### config.mk
export PLATFORM = sky130hd
export DESIGN_NAME = scarv_cop_issue_ctrl
export DESIGN_NICKNAME = d
export VERILOG_FILES = /design/src/rtl/scarv_cop_issue_ctrl_pkg.sv /design/src/rtl/scarv_cop_onehot_chk.sv /design/src/rtl/scarv_cop_issue_ctrl.sv
export SDC_FILE = /design/constraint.sdc
export NUM_CORES = 1
export LEC_CHECK = 0
export ABC_AREA = 1
export CAP_MARGIN = 10
export CORE_MARGIN = 3
export CORE_UTILIZATION = 43
export DETAILED_ROUTE_END_ITERATION = 8
export GPL_ROUTABILITY_DRIVEN = 0
export PLACE_DENSITY = 0.88
export SYNTH_ARGS = -nofsm -noshare
export SYNTH_HDL_FRONTEND = slang
export SYNTH_SLANG_ARGS = --single-unit
### constraint.sdc
create_clock -name g_clk -period 2.3 [get_ports g_clk]
set_clock_uncertainty 0.15 [all_clocks]
set_input_delay 0.345 -clock g_clk [delete_from_list [all_inputs] [get_ports g_clk]]
set_output_delay 0.345 -clock g_clk [all_outputs]
set_load 0.02 [all_outputs]
### src/rtl/scarv_cop_issue_ctrl_pkg.sv
// Shared constants for the coprocessor issue path: class indices, response
// status codes and the issue FSM state encoding.
package scarv_cop_issue_ctrl_pkg;

    localparam int SCARV_COP_NCLASS            = 9;
    localparam int SCARV_COP_ICLASS_PACKED_ARITH = 0;
    localparam int SCARV_COP_ICLASS_TWIDDLE    = 1;
    localparam int SCARV_COP_ICLASS_MP         = 2;
    localparam int SCARV_COP_ICLASS_BITWISE    = 3;
    localparam int SCARV_COP_ICLASS_LOADSTORE  = 4;
    localparam int SCARV_COP_ICLASS_RANDOM     = 5;
    localparam int SCARV_COP_ICLASS_MOVE       = 6;
    localparam int SCARV_COP_ICLASS_AES        = 7;
    localparam int SCARV_COP_ICLASS_SHA3       = 8;

    localparam logic [2:0] SCARV_COP_INSN_SUCCESS  = 3'd0;
    localparam logic [2:0] SCARV_COP_INSN_ABORT    = 3'd1;
    localparam logic [2:0] SCARV_COP_INSN_BAD_INS  = 3'd2;
    localparam logic [2:0] SCARV_COP_INSN_BAD_FEAT = 3'd3;

    typedef enum logic [2:0] {
        ST_INIT   = 3'd0,
        ST_IDLE   = 3'd1,
        ST_DECODE = 3'd2,
        ST_EXEC   = 3'd3,
        ST_RESP   = 3'd4
    } state_e;

    // Counter width able to hold 0..n-1, never narrower than one bit.
    function automatic int unsigned cnt_width(input int unsigned n);
        return (n > 1) ? $clog2(n) : 1;
    endfunction

endpackage

### src/rtl/scarv_cop_onehot_chk.sv
// Combinational zero-hot / multi-hot detector; a vector that is neither is
// exactly one-hot.
module scarv_cop_onehot_chk #(
    parameter int W = 9
) (
    input  logic [W-1:0] vec,
    output logic         is_zero,
    output logic         is_multi
);

    // Clearing the lowest set bit leaves something only if two or more were set.
    assign is_zero  = (vec == '0);
    assign is_multi = |(vec & (vec - W'(1)));

endmodule

### src/rtl/scarv_cop_issue_ctrl.sv
// Issue controller: accepts one ISE instruction at a time, checks the decoded
// class, dispatches it to a functional unit and returns a status response.
//
// state  | meaning
// INIT   | zeroing CPRs 0..NCPR-1, one per cycle
// IDLE   | waiting for cpu_insn_req
// DECODE | legality check of decoder outputs
// EXEC   | functional unit requested, waiting for done or timeout
// RESP   | response presented until cpu_rsp_ack
module scarv_cop_issue_ctrl
    import scarv_cop_issue_ctrl_pkg::*;
#(
    parameter logic [8:0]  ISE_MCCR_MASK = 9'h1FF,
    parameter int unsigned TIMEOUT       = 64,
    parameter int unsigned NCPR          = 16
) (
    input  logic        g_clk,
    input  logic        g_resetn,
    input  logic        cpu_insn_req,
    output logic        cpu_insn_ack,
    input  logic [31:0] cpu_insn_enc,
    output logic [31:0] dec_encoded,
    input  logic [8:0]  dec_class,
    input  logic        dec_exception,
    output logic [8:0]  fu_req,
    input  logic [8:0]  fu_done,
    output logic        cprs_clr_en,
    output logic [3:0]  cprs_clr_addr,
    output logic        cpu_rsp_req,
    input  logic        cpu_rsp_ack,
    output logic [2:0]  cpu_rsp_status,
    output logic        busy
);

    localparam int unsigned TW = cnt_width(TIMEOUT);

    state_e      state_q, state_d;
    logic [3:0]  clr_cnt_q, clr_cnt_d;
    logic [31:0] enc_q, enc_d;
    logic [8:0]  class_q, class_d;
    logic [TW-1:0] tmo_q, tmo_d;
    logic [2:0]  status_q, status_d;

    logic        clr_en;
    logic        cls_zero, cls_multi;
    logic        unit_done, tmo_hit;

    scarv_cop_onehot_chk #(.W(9)) u_onehot_chk (
        .vec      (dec_class),
        .is_zero  (cls_zero),
        .is_multi (cls_multi)
    );

    assign unit_done = |(fu_done & class_q);
    assign tmo_hit   = (TIMEOUT != 0) && (tmo_q == TW'(TIMEOUT - 1));

    always_comb begin
        state_d      = state_q;
        clr_cnt_d    = clr_cnt_q;
        enc_d        = enc_q;
        class_d      = class_q;
        tmo_d        = tmo_q;
        status_d     = status_q;
        clr_en       = 1'b0;
        cpu_insn_ack = 1'b0;
        cpu_rsp_req  = 1'b0;
        fu_req       = '0;
        case (state_q)
            ST_INIT: begin
                clr_en    = 1'b1;
                clr_cnt_d = clr_cnt_q + 4'd1;
                if (clr_cnt_q == 4'(NCPR - 1)) begin
                    clr_cnt_d = '0;
                    state_d   = ST_IDLE;
                end
            end
            ST_IDLE: begin
                if (cpu_insn_req) begin
                    cpu_insn_ack = 1'b1;
                    enc_d        = cpu_insn_enc;
                    state_d      = ST_DECODE;
                end
            end
            ST_DECODE: begin
                if (dec_exception || cls_zero || cls_multi) begin
                    status_d = SCARV_COP_INSN_BAD_INS;
                    state_d  = ST_RESP;
                end else if ((dec_class & ~ISE_MCCR_MASK) != '0) begin
                    status_d = SCARV_COP_INSN_BAD_FEAT;
                    state_d  = ST_RESP;
                end else begin
                    class_d = dec_class;
                    tmo_d   = '0;
                    state_d = ST_EXEC;
                end
            end
            ST_EXEC: begin
                fu_req = class_q;
                // Completion is checked first so a done on the last allowed
                // cycle still reports success.
                if (unit_done) begin
                    status_d = SCARV_COP_INSN_SUCCESS;
                    state_d  = ST_RESP;
                end else if (tmo_hit) begin
                    status_d = SCARV_COP_INSN_ABORT;
                    state_d  = ST_RESP;
                end else begin
                    tmo_d = tmo_q + TW'(1);
                end
            end
            ST_RESP: begin
                cpu_rsp_req = 1'b1;
                if (cpu_rsp_ack) begin
                    state_d = ST_IDLE;
                end
            end
            default: state_d = ST_INIT;
        endcase
    end

    always_ff @(posedge g_clk or negedge g_resetn) begin
        if (!g_resetn) begin
            state_q   <= ST_INIT;
            clr_cnt_q <= '0;
            enc_q     <= '0;
            class_q   <= '0;
            tmo_q     <= '0;
            status_q  <= '0;
        end else begin
            state_q   <= state_d;
            clr_cnt_q <= clr_cnt_d;
            enc_q     <= enc_d;
            class_q   <= class_d;
            tmo_q     <= tmo_d;
            status_q  <= status_d;
        end
    end

    // The FSM sits in INIT while reset is held; gating keeps these low then.
    assign cprs_clr_en    = clr_en & g_resetn;
    assign busy           = (state_q != ST_IDLE) & g_resetn;
    assign cprs_clr_addr  = clr_cnt_q;
    assign dec_encoded    = enc_q;
    assign cpu_rsp_status = status_q;

endmodule

======== After elaboration in Yosys (flattened, before gate mapping) ========
Index checks and enable logic that the tools add are counted.
word-level totals
  output and inout port bits .............. 52
  word-level logic and storage cells ...... 62
  flip-flop bits (word level) ............. 57
  bits of input ports ..................... 55
operators by class
  reduce and logical (&&, ||, !) cells .... 12
  bitwise logic cells ..................... 5
  equal/unequal tests ..................... 15
  $add $sub $neg .......................... 3
  multiplexer cells ....................... 21
operators with widths
  kind                   number
  $mux W3                9
  $and A9 B9 Y9          2
  $mux W6                3
  $reduce_or A9 Y1       2
  $pmux W3 S5            1
  $ne A2 B2 Y1 const B   7
  $pmux W6 S2            1
  $logic_not A9 Y1       1
  $mux W9                1
  $sub A9 B1 Y9 const B  1
  $reduce_and A4 Y1      2
  $add A6 B1 Y6 const B  1
  $eq A3 B2 Y1 const B   2
  $eq A6 B6 Y1 const B   1
  $pmux W3 S2            1
  $add A4 B1 Y4 const B  1
  $eq A4 B4 Y1 const B   1
  $mux W1                4
  $mux W4                1
  $reduce_and A2 Y1      2
  $eq A3 B1 Y1 const B   1
  $eq A3 B3 Y1 const B   1
  $logic_not A3 Y1       1
  $ne A3 B1 Y1 const B   1
  6 further kinds        8

======== Longest topological paths before layout ========
Gate-level depths: netlist of run 1.
  word-level depth ........................ 6
  mapped depth ............................ 11
  depth with buffers taken out ............ 11

======== Modules after synthesis ========
A second synthesis of run 1 with hierarchy kept.
unflattened totals
  cells, all modules ...................... 341
  area total of the unflattened synthesis .. 2600.0 um2
by module, submodules not included
  module                area an instance (um2)  seq. area each (um2)  cells an instance  times used
  scarv_cop_issue_ctrl  2469.9                  1401.3                309                1
  scarv_cop_onehot_chk  130.1                   0.0                   32                 1

======== Worst setup path after synthesis of run 1 ========
No wires, ideal clock.
  path type ............................... register -> output
  start ................................... register state_q[2]
  end ..................................... output fu_req[0]
  cell stages (with the launch flop) ...... 7
  buffers on the path ..................... 1
  path slack .............................. 0.607 ns
  data arrival time ....................... 1.198 ns
  required time ........................... 1.805 ns
  cell sequence ........................... dfrtp_1 -> inv_1 -> nand2_1 -> nor2_1 -> inv_1 -> clkbuf_1 -> nor2_1
between the ends
  word-level cells in the longest chain between the ends .. 2
RTL lines
  what                    line                         source
  start, declared         scarv_cop_issue_ctrl.sv:37   state_e state_q, state_d;
  start signal, assigned  scarv_cop_issue_ctrl.sv:130  state_q <= state_d;
  $eq A3 B2 Y1            scarv_cop_issue_ctrl.sv:68   case (state_q)
  $mux W9                 scarv_cop_issue_ctrl.sv:68
  end, declared           scarv_cop_issue_ctrl.sv:25   output logic [8:0] fu_req,
No other way between the ends.

======== Worst setup path after layout of run 1 ========
  start ................................... register state_q[0]
  end ..................................... output cpu_rsp_req
between the ends
  word-level cells in the longest chain between the ends .. 2
RTL lines
  what           line                        source
  $eq A3 B3 Y1   scarv_cop_issue_ctrl.sv:68
  $mux W1        scarv_cop_issue_ctrl.sv:68
  end, declared  scarv_cop_issue_ctrl.sv:29  output logic cpu_rsp_req,
No other way between the ends.

==> run metrics, run 1 <==
most frequent cell after synthesis=nand2_1; simple-gate share of the synthesized area=roughly 33%; Peak VDD IR=between 0.7 and 0.8 mV; die area=between 0.007 and 0.008 mm^2; initial antenna violation count=0; Synth top area share=~53%; GRT Resource Usage Total=19.8%; max frequency=approximately 460 MHz; synth unique cells=26; largest family of logic cells by synthesized area=simple AND/OR/NAND/NOR gates; Top cell by count, worst path=nor2_1; Setup CP Type=reg -> out; Pleak=2.01 nW; Slowest Stage Delay on Critical Path=between 600 and 700 ps; final design utilization=around 68%; area of the mapped netlist=around 0.0026 mm^2; Synth Area in Adders=less than 1%; reg2reg setup slack=between 500 and 600 ps; antenna-violating nets left=0; period utilization=between 90% and 100%; Setup crit start kind=register; later-pin clock latency in the skew report=approximately 320 ps; grt total ovfl=0; mux share of post-synthesis cell area=0%; Post-synth EDFFs=0; Power Density=approximately 1100 mW/mm^2; Min Hold Slack=approximately 340 ps; top-level I/O count=107; Final TNS setup=0 ps; P&R area growth vs syn=46.4%; Synth Instances=337; Pre-antenna DRT Iters=4; Final min period=around 2200 ps; WL/cell=between 10 and 15 um; share of layout cells above drive strength 1=between 10% and 20%; number of DRC markers in iteration 0=92; Clock Path Buffers=2; critical path, cell by cell=nor2_1 -> inv_2 -> nor2_1 -> clkdlybuf4s50_1; first-pass GRT wire length=between 10000 and 15000 um; num rows=27; area of the core=0.00571 mm^2; critical path arrival=1670 ps; total CTS buffers=5; Starting Density=between 40% and 50%; Setup violations, final=0; Compound-Gate Fraction of Synth Area=under 10%; worst path required time=between 1500 and 2000 ps; post-synthesis xor/xnor area fraction=under 10%; WL final=6760 um; main area contributors after synthesis=dfrtp_1, nand2_1, nor2_1, inv_1, a21oi_2; clock root buffer=clkbuf_8; Most used DFF post-synth=dfrtp_1; sequential share of the synthesized area=between 50% and 60%; ANT cells=0; top cells by count, synth=nand2_1, dfrtp_1, nor2_1, inv_1, nand3_1; vias after detailed routing=roughly 2500; YS warnings=0; TritonCTS clock tree=yes; Post-Synthesis Mean Instance Area=between 7 and 8 um^2; Mapped Nets=between 300 and 400; FFs w/ async S/R, synth=100%; synthesized flop and latch total=56; vias in the first global route=between 2000 and 3000; chip width=~84 um; largest area contributor in the netlist=dfrtp_1; clock sink total=56; Final Net Count=505; max_cap viols=0; Worst path top cell family by delay=buffers and inverters; CP max FO=3; status=finished clean; Tot Pwr=4.14 mW; Critical Path End Type=primary output; unrepaired setup endpoints after global routing=false; worst hold path class=reg -> reg; pin count of the biggest net entering global routing=33; number of H-tree levels=2; post-route DRC violation count=0; I/O Buffers=approximately 110; Worst-path clk slew=about 100 ps; vias per inst=4.76; Final Hold Fails=0; Die Height=between 80 and 90 um; Crit-path slowest cell=clkdlybuf4s50_1; max-slew violation count=0; DP HPWL=between 5000 and 6000 um; CP bufs+invs=2
-- path summary, 6_finish.rpt --
kind / from / to / cells past startpoint
min in group asynchronous: g_resetn / cprs_clr_addr[1]$_DFFE_PN0N_ / 3
max reg2reg: tmo_q[0]$_DFFE_PN0P_ / tmo_q[4]$_DFFE_PN0P_ / 11
min: tmo_q[5]$_DFFE_PN0P_ / tmo_q[5]$_DFFE_PN0P_ / 2
max in group asynchronous: g_resetn / dec_encoded[22]$_DFFE_PN0P_ / 3
max: state_q[0]$_DFFE_PN0P_ / cpu_rsp_req / 4
min reg2reg: tmo_q[5]$_DFFE_PN0P_ / tmo_q[5]$_DFFE_PN0P_ / 2
-- cells by family after synthesis --
| logic type | count (synthesis) |
|---|---|
| adders and majority gates | 2 |
| other | 1 |
| buffers and inverters | 38 |
| and+or+nand+nor | 218 |
| DFF | 56 |
| AOI/OAI and AO/OA | 18 |
| xor gates and xnor gates | 4 |
-- layout by cell type (no fill, tap or decap), types with 2 or more instances in the layout --
master and instances:
a21oi_1 3, a21oi_2 7, buf_4 8, clkbuf_2 3, clkbuf_8 5, clkdlybuf4s50_1 92
dfrtp_1 56, dlygate4sd2_1 7, dlymetal6s2s_1 2, ha_1 2, inv_1 23, inv_2 5
nand2_1 154, nand2_2 4, nand3_1 12, nand4_1 3, nor2_1 33, nor2_2 8
nor3b_1 2, o21ai_0 3, o21ai_1 3, o21ai_2 2, xnor2_1 2
-- routing by layer --
metal | up-vias | track usage [%] | share of wire (%)
met1 | 1136 | 23.5 | 41
met5 | - | 0 | 0
li1 | 1246 | - | -
met2 | 95 | 32.2 | 46
met3 | 5 | 10.4 | 12
met4 | 0 | 4.03 | 0.78
-- power breakdown --
group	leakage (nW)	total (mW)	switching (mW)	internal, mW
Sequential	0.685	1.54	0.223	1.32
Clock	0.0485	0.552	0.333	0.219
Combinational	1.28	2.05	1.13	0.915
-- area by class of cell --
cell class	instances	area, um^2
tap	72	90.1
inverter	28	105
fill	450	1840
timing repair buffer	114	1100
clock inverter	3	22.5
sequential	56	1400
clock buffer	5	68.8
multi-input combinational	243	1080
-- stage by stage --
step | cell area [um^2] | setup slack (ps) | instances
4_1_cts | 3870 | 13.8 | 521
6_report | 3870 | 133 | 521
3_3_place_gp | 3780 | 114 | 512
2_1_floorplan | 2640 | 607 | 337
3_5_place_dp | 3780 | 82.5 | 512
5_1_grt | 3870 | 15.4 | 521
-- sequential cells by signal, summed over array words and instances, names as in the netlist --
name,cells
dec_encoded,32
state_q,3
tmo_q,6
cprs_clr_addr,4
class_q,9
cpu_rsp_status,2
-- worst min-delay path, stage by stage (launching register included) --
cell and delay [ps]:
dfrtp_1 360, nand2_1 60, nand2_1 50
-- timing repair --
action,in CTS,in global routing
endpoints found under the hold margin,56,0
setup buffers,0,0
hold buffers,1,0
endpoints found under the setup margin,12,11
gates resized for setup,12,9
Power figures use the tool's default switching activity.
==> inputs of run 2 (changes only) <==
--- a/config.mk
+++ b/config.mk
@@ -10,7 +10,6 @@
 export CORE_MARGIN = 3
 export CORE_UTILIZATION = 43
 export DETAILED_ROUTE_END_ITERATION = 8
-export GPL_ROUTABILITY_DRIVEN = 0
 export PLACE_DENSITY = 0.88
 export SYNTH_ARGS = -nofsm -noshare
 export SYNTH_HDL_FRONTEND = slang
==> results of run 2 <==
No change in the layout: final DEF, timing and power equal those of run 1.
